`config.mk`:
```
export PLATFORM = sky130hd
export DESIGN_NAME = hazard_ctrl
export DESIGN_NICKNAME = d
export VERILOG_FILES = /design/src/rtl/hazard_ctrl.sv
export SDC_FILE = /design/constraint.sdc
export NUM_CORES = 1
export LEC_CHECK = 0
export BUFFER_PORTS_ARGS = -buffer_cell sky130_fd_sc_hd__buf_2
export CAP_MARGIN = 20
export CELL_PAD_IN_SITES_DETAIL_PLACEMENT = 1
export CELL_PAD_IN_SITES_GLOBAL_PLACEMENT = 1
export CORE_ASPECT_RATIO = 0.7
export CORE_MARGIN = 2
export CORE_UTILIZATION = 23
export CTS_BUF_LIST = sky130_fd_sc_hd__clkbuf_2 sky130_fd_sc_hd__clkbuf_4 sky130_fd_sc_hd__clkbuf_8
export DETAILED_ROUTE_END_ITERATION = 7
export HOLD_SLACK_MARGIN = 0.02
export PLACE_DENSITY = 0.83
export SYNTH_ARGS = -nofsm -noshare
export SYNTH_HDL_FRONTEND = slang
export SYNTH_SLANG_ARGS = --single-unit
```
`constraint.sdc`:
```
create_clock -name clk -period 1.1 [get_ports clk]
set_input_delay 0.055 -clock clk [delete_from_list [all_inputs] [get_ports clk]]
set_output_delay 0.055 -clock clk [all_outputs]
set_load 0.02 [all_outputs]
```
`src/rtl/hazard_ctrl.sv`:
```
// ============================================================================
// Module   : hazard_ctrl
// Purpose  : Pipeline hazard controller. Produces stall/flush controls for the
//            PC, F/D, D/E and E/M registers from dmem waits, EX redirects,
//            load-use dependencies and imem fetch waits. Tracks wrong-path
//            fetches after a redirect and runs a dmem-wait watchdog.
// Options  : HAZ_PERF_CNT_EN - builds the stall_cycles / flush_events counters;
//            when undefined both ports read constant zero.
// Revision : 1.0 - initial release
// ============================================================================
`default_nettype none

module hazard_ctrl #(
    parameter int MEM_TIMEOUT = 255
) (
    input  logic        clk,
    input  logic        nrst,
    input  logic        d_valid,
    input  logic [4:0]  d_rs1,
    input  logic [4:0]  d_rs2,
    input  logic        d_use_rs1,
    input  logic        d_use_rs2,
    input  logic        e_valid,
    input  logic [4:0]  e_rd,
    input  logic        e_is_load,
    input  logic        e_redirect,
    input  logic        m_req,
    input  logic        m_ready,
    input  logic        i_ready,
    output logic        stall_pc,
    output logic        stall_fd,
    output logic        stall_de,
    output logic        stall_em,
    output logic        flush_fd,
    output logic        flush_de,
    output logic        mem_timeout,
    output logic [31:0] stall_cycles,
    output logic [31:0] flush_events
);

    localparam logic [7:0] C_TIMEOUT_LAST = 8'(MEM_TIMEOUT - 1);

    typedef enum logic [0:0] {
        FS_RUN     = 1'b0,
        FS_DISCARD = 1'b1
    } fstate_t;

    fstate_t    r_fstate;
    fstate_t    w_fstate_nxt;
    logic [7:0] r_wait_cnt;
    logic       r_mem_timeout;

    logic w_dstall;
    logic w_redir;
    logic w_lu;
    logic w_fwait;
    logic w_rs1_hit;
    logic w_rs2_hit;

    assign w_dstall  = m_req & ~m_ready;
    assign w_redir   = e_valid & e_redirect;
    assign w_rs1_hit = d_use_rs1 & (d_rs1 == e_rd);
    assign w_rs2_hit = d_use_rs2 & (d_rs2 == e_rd);
    assign w_lu      = d_valid & e_valid & e_is_load & (e_rd != 5'd0) & (w_rs1_hit | w_rs2_hit);
    assign w_fwait   = ~i_ready | (r_fstate == FS_DISCARD);

    // Fetch-state register; reset always returns to RUN.
    always_ff @(posedge clk) begin
        if (!nrst) r_fstate <= FS_RUN;
        else       r_fstate <= w_fstate_nxt;
    end

    // Priority-encoded stall/flush outputs and fetch next-state logic.
    always_comb begin
        stall_pc     = 1'b0;
        stall_fd     = 1'b0;
        stall_de     = 1'b0;
        stall_em     = 1'b0;
        flush_fd     = 1'b0;
        flush_de     = 1'b0;
        w_fstate_nxt = r_fstate;

        if (nrst) begin
            if (w_dstall) begin
                stall_pc = 1'b1;
                stall_fd = 1'b1;
                stall_de = 1'b1;
                stall_em = 1'b1;
            end else if (w_redir) begin
                flush_fd = 1'b1;
                flush_de = 1'b1;
            end else if (w_lu) begin
                stall_pc = 1'b1;
                stall_fd = 1'b1;
                flush_de = 1'b1;
            end else if (w_fwait) begin
                stall_pc = 1'b1;
                flush_fd = 1'b1;
            end
        end

        // The stale word arrives even while MEM is stalled, so DISCARD may
        // always retire; entering DISCARD needs the redirect actually taken.
        case (r_fstate)
            FS_RUN: begin
                if (!w_dstall && w_redir && !i_ready) w_fstate_nxt = FS_DISCARD;
            end
            FS_DISCARD: begin
                if (i_ready) w_fstate_nxt = FS_RUN;
            end
            default: w_fstate_nxt = FS_RUN;
        endcase
    end

    // Watchdog: count consecutive dmem-stall cycles, latch a sticky timeout.
    always_ff @(posedge clk) begin
        if (!nrst) begin
            r_wait_cnt    <= 8'd0;
            r_mem_timeout <= 1'b0;
        end else if (w_dstall) begin
            if (r_wait_cnt != 8'hFF) r_wait_cnt <= r_wait_cnt + 8'd1;
            if (r_wait_cnt == C_TIMEOUT_LAST) r_mem_timeout <= 1'b1;
        end else begin
            r_wait_cnt <= 8'd0;
        end
    end

    assign mem_timeout = r_mem_timeout;

`ifdef HAZ_PERF_CNT_EN
    logic [31:0] r_stall_cycles;
    logic [31:0] r_flush_events;
    logic        w_redir_flush;

    // Only redirect-caused D/E flushes count as flush events.
    assign w_redir_flush = nrst & ~w_dstall & w_redir;

    // Free-running, wrapping performance counters.
    always_ff @(posedge clk) begin
        if (!nrst) begin
            r_stall_cycles <= 32'd0;
            r_flush_events <= 32'd0;
        end else begin
            if (stall_pc)      r_stall_cycles <= r_stall_cycles + 32'd1;
            if (w_redir_flush) r_flush_events <= r_flush_events + 32'd1;
        end
    end

    assign stall_cycles = r_stall_cycles;
    assign flush_events = r_flush_events;
`else
    assign stall_cycles = 32'd0;
    assign flush_events = 32'd0;
`endif

endmodule

`default_nettype wire
```
==> impl_metrics.env <==
export IMPL_outcome="finished, violations left"
export IMPL_violations="setup timing"
export IMPL_min_path_type="in2reg"
export IMPL_max_stage_delay_ns=0.30
export IMPL_dieArea_mm2=0.005526
export IMPL_drive_gt1_share_pct=39.59
export IMPL_fin_ws_ns=-0.1380
export IMPL_grt_pass1_vias=936
export IMPL_n_fill_cell=602
export IMPL_dp_final_hpwl_mm=2.135
export IMPL_grt_pass1_wl_mm=4.491
export IMPL_async_flop_share_pct=0
export IMPL_cap_viol_max_count=0
export IMPL_antenna_cells=0
export IMPL_slowest_stage="nor4_2"
export IMPL_area_growth_syn_to_layout_pct=33.37
export IMPL_cts_buffers=3
export IMPL_cp_max_fo=4
export IMPL_vdd_drop_max_v=0.0002323
export IMPL_total_leakage_power_nw=0.7273
export IMPL_cts_max_level=1
export IMPL_synth_seq_cells=10
export IMPL_final_common_cell="conb_1"
export IMPL_grt_max_degree=9
export IMPL_synth_area_leaders="buf_4 (43%), dfxtp_1 (18%), xor2_1 (8.5%)"
export IMPL_clkSinkCount=10
export IMPL_final_instance_count_excl_fill=266
export IMPL_path_class="in2out"
export IMPL_clkLatencyLatePin_ns=0.24
export IMPL_startpoint_type="primary input"
export IMPL_multi_input_area_um2=819.5
export IMPL_final_core_util_pct=31.86
export IMPL_ff2ff_setup_slack_ns=-0.01
export IMPL_rsz0062_at_grt="yes"
export IMPL_avgRoutedWirePerCell_um=11.06
export IMPL_rr_startpoint="r_wait_cnt[1]"
export IMPL_io_buffers=32
export IMPL_firstDrtPassIters=2
export IMPL_crit_buf_inv=2
export IMPL_drcViolationCount=0
export IMPL_first_iter_violations=9
export IMPL_synth_avg_cell_area_um2=7.729
export IMPL_yosysTopAreaCell="buf_4"
export IMPL_yosysSeqAreaShare_pct=17.62
export IMPL_syn_area_mm2=0.001136
export IMPL_hold_start="i_ready"
export IMPL_setup_viol=5
export IMPL_hold_buffers=0
export IMPL_max_freq_mhz=807.8
export IMPL_grt_usage_pct=10.74
export IMPL_wl_mm=2.942
export IMPL_clockBufferDepth=2
export IMPL_viasPerCell=3.632
export IMPL_arrival_ns=1.18
export IMPL_antenna_found_initial=0
export IMPL_required_ns=1.04
export IMPL_coreArea_mm2=0.004756
export IMPL_dieWidth_um=88
export IMPL_yosys_warnings=0
export IMPL_ys_types=28
export IMPL_pin_count=97
export IMPL_nNetsFinal=226
export IMPL_cts_tree="built"
export IMPL_place_ws_ns=-0.2106
export IMPL_cp_cell_sequence="buf_8 > xor2_2 > nor4_2 > a32oi_2 > o21ai_1 > buf_4"
export IMPL_min_path_cells=2
export IMPL_finalCriticalPeriod_ns=1.238
export IMPL_placedInstanceArea_mm2=0.001254
export IMPL_netlist_area_leader_share_pct=42.95
export IMPL_num_vias=966
export IMPL_die_y_um=62.80
export IMPL_initial_core_util_pct=23.89
export IMPL_fin_crit_sh_pct=112.5
export IMPL_holdPathEnd="r_fstate"
export IMPL_root_buffer="clkbuf_8"
export IMPL_crit_family="compound AO/OA/AOI/OAI gates"
export IMPL_postLayoutCellArea_mm2=0.001515
export IMPL_gp_congestion=0.7902
export IMPL_reg2regPathDepth=5
export IMPL_ant_nets=0
export IMPL_clkSlewWorstSetupHoldPaths_ns=0.05
export IMPL_power_density_mw_per_mm2=773.4
export IMPL_num_rows=21
export IMPL_final_cell_mix="conb_1 (64), buf_2 (24), buf_4 (14), xor2_1 (9), buf_6 (9)"
export IMPL_synth_edf_count=0
export IMPL_seq_area_um2=211.5
export IMPL_fin_skew_ns=0.002981
export IMPL_hold_violations=0
export IMPL_drv_slew=0
export IMPL_end_kind="output port"
export IMPL_syn_inst=147
export IMPL_ys_flop_type="dfxtp_1"
export IMPL_grt_overflow=0
export IMPL_r2r_end="r_wait_cnt[6]"
export IMPL_dp_cells=259
cell families (layout without fill, tap and decap cells):
family / after synthesis / after routing / synth area share [%]
buf+inv: 68 / 55 / 43.94
simple gates: 35 / 35 / 15.86
compound gates: 17 / 17 / 9.252
xor+xnor: 14 / 14 / 10.79
flops: 10 / 10 / 17.62
fa+ha+maj: 2 / 2 / 2.202
other cells: 1 / 64 / 0.3301
where the power goes:
part / total (W) / switching (W) / internal (W)
Combinational: 0.000408 / 0.000302 / 0.000106
Clock: 0.000399 / 0.000154 / 0.000245
Sequential: 0.000365 / 0.00000231 / 0.000363
cells in the mapped netlist, drive strengths merged, types with 2 or more instances:
cell type,count
buf,65
o21ai,4
a21oi,4
inv,3
xor2,11
a31oi,4
and2,2
nor4,2
xnor2,3
nand2,7
ha,2
nor3,3
nand3,8
nor2b,2
nor2,5
and3,3
dfxtp,10
per-layer routing:
metal | up-vias | GRT usage, % | wire, um
met5 | - | 0 | 0
met3 | 5 | 3.963 | 225
met1 | 466 | 10.37 | 1074
li1 | 457 | - | -
met4 | 0 | 3.462 | 30
met2 | 38 | 20.64 | 1611
registers in the layout (all words and copies together) (netlist names):
register,cells
mem_timeout,1
r_fstate,1
r_wait_cnt,8
worst max path at each step:
stage,start,endpoint,slack [ns],cells after the start
detailed placement,e_rd[2],stall_fd,-0.21,6
floorplan,r_wait_cnt[1],r_wait_cnt[6],0.008,5
global route,d_rs2[0],stall_pc,-0.19,6
global placement,e_rd[2],stall_pc,-0.17,6
CTS,d_rs2[0],stall_fd,-0.13,6
finish,d_rs2[0],stall_pc,-0.14,6
per-stage QoR:
step                power [W]  hold WS (ns)  TNS, ns
global route         0.001247        0.1385  -0.8439
global placement    0.0007270        0.3754  -0.5822
finish               0.001172        0.1306  -0.4993
floorplan           0.0008169        0.1832        0
detailed placement  0.0007325        0.3802  -0.8766
CTS                  0.001170        0.1246  -0.4618
cell type report:
cell class	instances	share of cell area, %
well taps	69	5.698
repair buffers	48	22.54
inverters	3	0.7432
clock inverters	1	0.2477
clock buffers	3	2.725
flip-flops and latches	10	13.96
multi-input cells	132	54.09
what timing repair did:
action / 4_1_cts / 5_1_grt
endpoints found under the setup margin: 10 / 12
resized for setup: 21 / 22
setup buffers: 2 / 1
pin swaps: 11 / 9
No activity file was read; power rests on OpenSTA's default activity.
